===== src/rtl/prog_sequencer_if.sv =====
// ---------------------------------------------------------------------------
// prog_sequencer_if
//
// Purpose:
//   Bundles the control and status signals exchanged between the program
//   sequencer and its environment (controller, processor core, exception
//   monitor). Clock and reset are not part of the bundle; they stay plain
//   ports on the sequencer.
//
// Signals:
//   Start      launch request, sampled only while the sequencer is idle
//   ProgSel    program number 1..3 (0 is invalid)
//   Halt       core has executed its halt instruction
//   ProgState  running program number, 0 when no program is active
//   PCInit     one-cycle strobe telling the core to load its PC
//   StartAddr  start address of the latched program
//   Busy       high while a program is being loaded or is running
//   Done       one-cycle completion pulse
//   Timeout    last run was stopped by the cycle limit
//   CycleCount RUN cycles of the current or last program
//
// Modports:
//   master  the environment side: drives the requests, observes status
//   slave   the sequencer side: observes the requests, drives status
// ---------------------------------------------------------------------------
interface prog_sequencer_if;
  logic        Start;
  logic [1:0]  ProgSel;
  logic        Halt;
  logic [1:0]  ProgState;
  logic        PCInit;
  logic [9:0]  StartAddr;
  logic        Busy;
  logic        Done;
  logic        Timeout;
  logic [15:0] CycleCount;

  modport master (
    output Start,
    output ProgSel,
    output Halt,
    input  ProgState,
    input  PCInit,
    input  StartAddr,
    input  Busy,
    input  Done,
    input  Timeout,
    input  CycleCount
  );

  modport slave (
    input  Start,
    input  ProgSel,
    input  Halt,
    output ProgState,
    output PCInit,
    output StartAddr,
    output Busy,
    output Done,
    output Timeout,
    output CycleCount
  );
endinterface


===== src/rtl/prog_sequencer.sv =====
// ---------------------------------------------------------------------------
// prog_sequencer
//
// Purpose:
//   Launches one of three stored programs on a processor core and supervises
//   it. A launch request selects the program, the sequencer strobes the core
//   to load its PC from the program's start address, counts the cycles the
//   program runs, and ends the run either when the core reports a halt or
//   when the cycle limit is reached. A completion pulse marks every run that
//   ends normally or by timeout; a reset aborts a run silently.
//
//   State flow: IDLE -> LOAD (1 cycle) -> RUN (until halt/timeout)
//               -> DONE (1 cycle) -> IDLE
//
// Parameters:
//   START_ADDR1..3  PC start addresses of programs 1..3
//   TIMEOUT         maximum number of RUN cycles before a forced stop
//
// Ports:
//   CLK     single clock, all state changes on its rising edge
//   ResetN  asynchronous, active-low reset
//   bus     prog_sequencer_if slave modport (requests in, status out)
//
// All outputs come straight from flops so they are glitch-free; each flop
// is loaded with the value that belongs to the state being entered.
// ---------------------------------------------------------------------------
module prog_sequencer #(
  parameter logic [9:0]  START_ADDR1 = 10'd0,
  parameter logic [9:0]  START_ADDR2 = 10'd128,
  parameter logic [9:0]  START_ADDR3 = 10'd256,
  parameter logic [15:0] TIMEOUT     = 16'd4000
) (
  input  logic             CLK,
  input  logic             ResetN,
  prog_sequencer_if.slave  bus
);

  typedef enum logic [1:0] {
    IDLE = 2'd0,
    LOAD = 2'd1,
    RUN  = 2'd2,
    DONE = 2'd3
  } state_e;

  // The timeout fires on the RUN cycle whose incoming count is TIMEOUT-1,
  // so the run lasts exactly TIMEOUT cycles and ends with CycleCount equal
  // to TIMEOUT. A TIMEOUT of 0 wraps to 16'hFFFF, i.e. the longest run.
  localparam logic [15:0] LAST_RUN_COUNT = TIMEOUT - 16'd1;
  localparam logic [15:0] COUNT_MAX      = 16'hFFFF;

  state_e      state_q,       state_d;
  logic [1:0]  sel_q,         sel_d;
  logic [1:0]  prog_state_q,  prog_state_d;
  logic        pc_init_q,     pc_init_d;
  logic [9:0]  start_addr_q,  start_addr_d;
  logic        busy_q,        busy_d;
  logic        done_q,        done_d;
  logic        timeout_q,     timeout_d;
  logic [15:0] cycle_count_q, cycle_count_d;

  function automatic logic [9:0] addr_for(input logic [1:0] sel);
    logic [9:0] addr;
    case (sel)
      2'd1:    addr = START_ADDR1;
      2'd2:    addr = START_ADDR2;
      2'd3:    addr = START_ADDR3;
      default: addr = 10'd0;
    endcase
    return addr;
  endfunction

  // Next-state and next-output decode. Strobes (PCInit, Done) default low
  // and are raised only on the transition into their one-cycle state;
  // everything else holds unless a transition changes it. Start is looked
  // at only in IDLE and Halt only in RUN, so neither can be queued.
  always_comb begin
    state_d       = state_q;
    sel_d         = sel_q;
    prog_state_d  = prog_state_q;
    pc_init_d     = 1'b0;
    start_addr_d  = start_addr_q;
    busy_d        = busy_q;
    done_d        = 1'b0;
    timeout_d     = timeout_q;
    cycle_count_d = cycle_count_q;

    case (state_q)
      IDLE: begin
        if (bus.Start && (bus.ProgSel != 2'd0)) begin
          state_d       = LOAD;
          sel_d         = bus.ProgSel;
          prog_state_d  = bus.ProgSel;
          start_addr_d  = addr_for(bus.ProgSel);
          pc_init_d     = 1'b1;
          busy_d        = 1'b1;
          cycle_count_d = 16'd0;
          timeout_d     = 1'b0;
        end
      end

      LOAD: begin
        state_d = RUN;
      end

      RUN: begin
        // Every RUN cycle counts, including the one that ends the run.
        if (cycle_count_q != COUNT_MAX) begin
          cycle_count_d = cycle_count_q + 16'd1;
        end
        // Halt is checked first so it wins over a simultaneous timeout.
        if (bus.Halt) begin
          state_d = DONE;
          busy_d  = 1'b0;
          done_d  = 1'b1;
        end else if (cycle_count_q == LAST_RUN_COUNT) begin
          state_d   = DONE;
          busy_d    = 1'b0;
          done_d    = 1'b1;
          timeout_d = 1'b1;
        end
      end

      DONE: begin
        state_d      = IDLE;
        prog_state_d = 2'd0;
      end

      default: begin
        state_d      = IDLE;
        prog_state_d = 2'd0;
        busy_d       = 1'b0;
      end
    endcase
  end

  // State and output registers. Reset clears everything at once,
  // independent of the clock, so a run in progress is dropped with no
  // completion pulse.
  always_ff @(posedge CLK or negedge ResetN) begin
    if (!ResetN) begin
      state_q       <= IDLE;
      sel_q         <= 2'd0;
      prog_state_q  <= 2'd0;
      pc_init_q     <= 1'b0;
      start_addr_q  <= 10'd0;
      busy_q        <= 1'b0;
      done_q        <= 1'b0;
      timeout_q     <= 1'b0;
      cycle_count_q <= 16'd0;
    end else begin
      state_q       <= state_d;
      sel_q         <= sel_d;
      prog_state_q  <= prog_state_d;
      pc_init_q     <= pc_init_d;
      start_addr_q  <= start_addr_d;
      busy_q        <= busy_d;
      done_q        <= done_d;
      timeout_q     <= timeout_d;
      cycle_count_q <= cycle_count_d;
    end
  end

  assign bus.ProgState  = prog_state_q;
  assign bus.PCInit     = pc_init_q;
  assign bus.StartAddr  = start_addr_q;
  assign bus.Busy       = busy_q;
  assign bus.Done       = done_q;
  assign bus.Timeout    = timeout_q;
  assign bus.CycleCount = cycle_count_q;

endmodule


===== src/flat_wrapper.sv =====
// flat-port wrapper written by rule: the top's interface ports become plain ports
module prog_sequencer_flat 
#(
  parameter logic [9:0]  START_ADDR1 = 10'd0,
  parameter logic [9:0]  START_ADDR2 = 10'd128,
  parameter logic [9:0]  START_ADDR3 = 10'd256,
  parameter logic [15:0] TIMEOUT     = 16'd4000
)
  (CLK, ResetN, bus_Start, bus_ProgSel, bus_Halt, bus_ProgState, bus_PCInit, bus_StartAddr, bus_Busy, bus_Done, bus_Timeout, bus_CycleCount);
  prog_sequencer_if bus_i ();
  input  logic CLK;
  input  logic ResetN;
  input wire logic [$bits(bus_i.Start)-1:0] bus_Start;
  input wire logic [$bits(bus_i.ProgSel)-1:0] bus_ProgSel;
  input wire logic [$bits(bus_i.Halt)-1:0] bus_Halt;
  output wire logic [$bits(bus_i.ProgState)-1:0] bus_ProgState;
  output wire logic [$bits(bus_i.PCInit)-1:0] bus_PCInit;
  output wire logic [$bits(bus_i.StartAddr)-1:0] bus_StartAddr;
  output wire logic [$bits(bus_i.Busy)-1:0] bus_Busy;
  output wire logic [$bits(bus_i.Done)-1:0] bus_Done;
  output wire logic [$bits(bus_i.Timeout)-1:0] bus_Timeout;
  output wire logic [$bits(bus_i.CycleCount)-1:0] bus_CycleCount;
  assign bus_i.Start = bus_Start;
  assign bus_i.ProgSel = bus_ProgSel;
  assign bus_i.Halt = bus_Halt;
  assign bus_ProgState = bus_i.ProgState;
  assign bus_PCInit = bus_i.PCInit;
  assign bus_StartAddr = bus_i.StartAddr;
  assign bus_Busy = bus_i.Busy;
  assign bus_Done = bus_i.Done;
  assign bus_Timeout = bus_i.Timeout;
  assign bus_CycleCount = bus_i.CycleCount;
  prog_sequencer #(.START_ADDR1(START_ADDR1), .START_ADDR2(START_ADDR2), .START_ADDR3(START_ADDR3), .TIMEOUT(TIMEOUT)) u_core (.CLK(CLK), .ResetN(ResetN), .bus(bus_i));
endmodule

===== config.mk =====
export PLATFORM = sky130hd
export DESIGN_NAME = prog_sequencer_flat
export DESIGN_NICKNAME = d
export VERILOG_FILES = /design/src/rtl/prog_sequencer_if.sv /design/src/rtl/prog_sequencer.sv /design/src/flat_wrapper.sv
export SDC_FILE = /design/constraint.sdc
export NUM_CORES = 1
export LEC_CHECK = 0
export CORE_UTILIZATION = 25
export CTS_CLUSTER_DIAMETER = 40
export DETAILED_ROUTE_END_ITERATION = 8
export SLEW_MARGIN = 30
export SYNTH_ARGS = -nofsm -noshare
export SYNTH_HDL_FRONTEND = slang
export SYNTH_SLANG_ARGS = --single-unit

===== constraint.sdc =====
create_clock -name CLK -period 2.1 [get_ports CLK]
set_clock_uncertainty 0.1 [all_clocks]
set_input_delay 0.21 -clock CLK [delete_from_list [all_inputs] [get_ports CLK]]
set_output_delay 0.21 -clock CLK [all_outputs]
set_load 0.02 [all_outputs]

==> results.yml <==
clock_tree:
  clock-sinks: 26
  worstSkewPairLatency_ns: 0.26
  cts_buffers: 3
  root_buffer: "clkbuf_8"
  cts_resized: 0
  ctsLongestPathBuffers: 2
  postCtsSetupBuffers: 0
  cts.clk_slew.worst_paths_ns: 0.09
  hold_buffers: 0
  cts_tree: "built"
  cts_max_level: 1
global_routing:
  grtUsageMet2: 0.1833
  grt-ovfl-total: 0
  grt_max_degree: 27
  grt_pass1_vias: 1414
  top_usage_layer: "met2"
  grt_usage: 0.1204
  grtUsageMet1: 0.1714
  antenna_found_initial: 0
  grt_pass1_wl_um: 6969
  met3_usage: 0.02485
sta:
  period_minus_slack_ns: 1.930
  fmax_mhz: 518.3
  rsz0062_at_grt: "no"
  worst_pin_slew_ns: 0.5030
  drv_slew: 0
  finalCritPeriodShare: 0.9188
  hold_viol: 0
  setup_violations: 0
  final.setup.tns_ns: 0
  slew_headroom: 0.6646
  holdWs_ns: 0.2026
die:
  num_io_pins: 38
  die_h_um: 82.94
  num_rows: 29
  coreArea_mm2: 0.006350
  start_util: 0.2579
  die_x_um: 82.94
  die_area_mm2: 0.006879
power:
  sw_frac_of_total: 0.3886
  clock_power_share: 0.186
  p_switching_uw: 857.4
  power.internal_mw: 1.349
  power.leakage_nw: 0.8934
  powerDensity_mw_per_mm2: 1029
  power.total_mw: 2.207
  p_comb_frac: 0.505
  ir_drop_uv: 377.3
  p_seq_frac: 0.308
drt:
  drc: 0
  drtPass1Iterations: 4
  vias: 1488
  vias_per_cell: 5.149
  antenna_left: 0
  wl_per_cell_um: 13.68
  routed_wl_um: 3954
  drt-initial-drc-count: 69
logic_synthesis:
  synth_edf_count: 0
  ys_async_sr_fraction: 1.000
  postSynthAreaPerCell_um2: 9.522
  yosys.area.top_type: "dfrtp_1"
  yosysSeqAreaShare: 0.3972
  netlist_instances: 172
  synth_flop_cell: "dfrtp_1"
  synth_seq_cells: 26
  synth_top_area_frac: 0.3972
  synth_cell_types: 50
  ys_warn_count: 0
  synth_area_mm2: 0.001638
  netlist_top_cells_area: "dfrtp_1 (40%), o31ai_1 (8.7%), buf_4 (5.0%)"
worst_setup_path:
  critPathCaptureType: "flop"
  required_ns: 2.14
  r2r_slack_ns: 0.17
  crit_arrival_ns: 1.96
  cp-start-kind: "flop"
  critical_path.max_fanout: 13
  crit_type: "reg -> reg"
placed_design:
  dpl.hpwl_um: 2950
  gp_congestion: 0.8259
  io_buffers: 29
status:
  status: "finished, final reports clean"
finish:
  nets: 223
  syn_to_final_growth_pct: 30.94
  final_cell_mix: "clkdlybuf4s50_1 (29), dfrtp_1 (26), o31ai_1 (19), buf_4 (18), nand2_1 (11)"
  diodes: 0
  final_common_cell: "clkdlybuf4s50_1"
  drive_gt1_frac: 0.1698
run:
  drv_cap: 0
min_path:
  worstHoldPathType: "in -> async"
-- layer usage --
metal | share of wire | routed length (µm)
met5 | 0 | 0
met4 | 0.014 | 56
met3 | 0.061 | 242
met2 | 0.45 | 1779
met1 | 0.47 | 1876
-- stage by stage --
step | worst slack, ns | area [µm²] | cells | utilization
after floorplan | 0.1160 | 1664 | 179 | -
after global routing | 0.03191 | 2145 | 289 | 0.3377
final | 0.1705 | 2145 | 289 | 0.3377
after CTS | 0.1515 | 2135 | 289 | 0.3362
after detailed placement | 0.07690 | 2063 | 285 | 0.3249
after global placement | 0.09429 | 2063 | 285 | 0.3249
-- cell type report --
cell class / count / area [µm²]
clock buffer: 3 / 41.29
clock inverter: 1 / 30.03
fill: 634 / 4205
inverter: 7 / 27.53
multi-input combinational: 128 / 873.3
sequential: 26 / 650.6
tap: 77 / 96.34
timing repair buffer: 47 / 425.4
-- power groups by stage --
stage          logic, mW  registers, mW  clock network, mW
6_report            1.12          0.680              0.411
3_3_place_gp        1.09          0.689                  0
3_5_place_dp        1.11          0.692                  0
2_1_floorplan      0.560          0.795                  0
4_1_cts             1.11          0.681              0.425
5_1_grt             1.23          0.703              0.445
-- kinds of logic after synthesis --
group / after synthesis / share of synthesized area
DFF: 26 / 0.3972
buffers and inverters: 25 / 0.09166
other: 1 / 0.002290
and+or+nand+nor: 58 / 0.2216
adders and majority gates: 4 / 0.03056
AOI/OAI and AO/OA: 57 / 0.2498
muxes: 1 / 0.006875
-- worst max-delay path, stage by stage (launching register included) --
cell      delay, ns
dfrtp_1        0.40
inv_1          0.09
ha_1           0.18
inv_2          0.07
or2_4          0.27
clkinv_2       0.08
a21oi_2        0.05
buf_4          0.20
o31ai_1        0.25
o21ai_0        0.11
-- sequential cells by signal, summed over array words and instances (netlist names) --
| register | flops |
|---|---|
| u_core.bus.StartAddr | 2 |
| u_core.bus.Done | 1 |
| u_core.bus.PCInit | 1 |
| u_core.bus.ProgState | 2 |
| u_core.bus.Busy | 1 |
| u_core.bus.CycleCount | 16 |
| u_core.bus.Timeout | 1 |
| u_core.state_q | 2 |
-- worst paths after layout --
path	to	from	cells past startpoint
setup reg to reg	u_core.bus.CycleCount[2]$_DFFE_PN0P_	u_core.state_q[0]$_DFFE_PN0P_	9
setup / recovery	u_core.bus.CycleCount[2]$_DFFE_PN0P_	u_core.state_q[0]$_DFFE_PN0P_	9
hold / removal	u_core.bus.CycleCount[11]$_DFFE_PN0P_	ResetN	2
hold reg to reg	u_core.bus.StartAddr[8]$_DFFE_PN0P_	u_core.bus.StartAddr[8]$_DFFE_PN0P_	2
min in group CLK	u_core.bus.StartAddr[8]$_DFFE_PN0P_	u_core.bus.StartAddr[8]$_DFFE_PN0P_	2
max in group asynchronous	u_core.bus.Timeout$_DFFE_PN0P_	ResetN	2
-- cell usage after synthesis, types with 3 or more instances --
master and n:
buf_4 11, o31ai_1 19, ha_1 4, nor2_1 7, nand4_1 6, and3_1 5
a21oi_1 6, nand2b_1 3, inv_1 4, nand2_1 11, nand3_1 9, dfrtp_1 26
buf_2 4, o21ai_1 4, o21ai_0 10, and4_1 3, o31a_1 3
(Power assumes the default switching activity.)
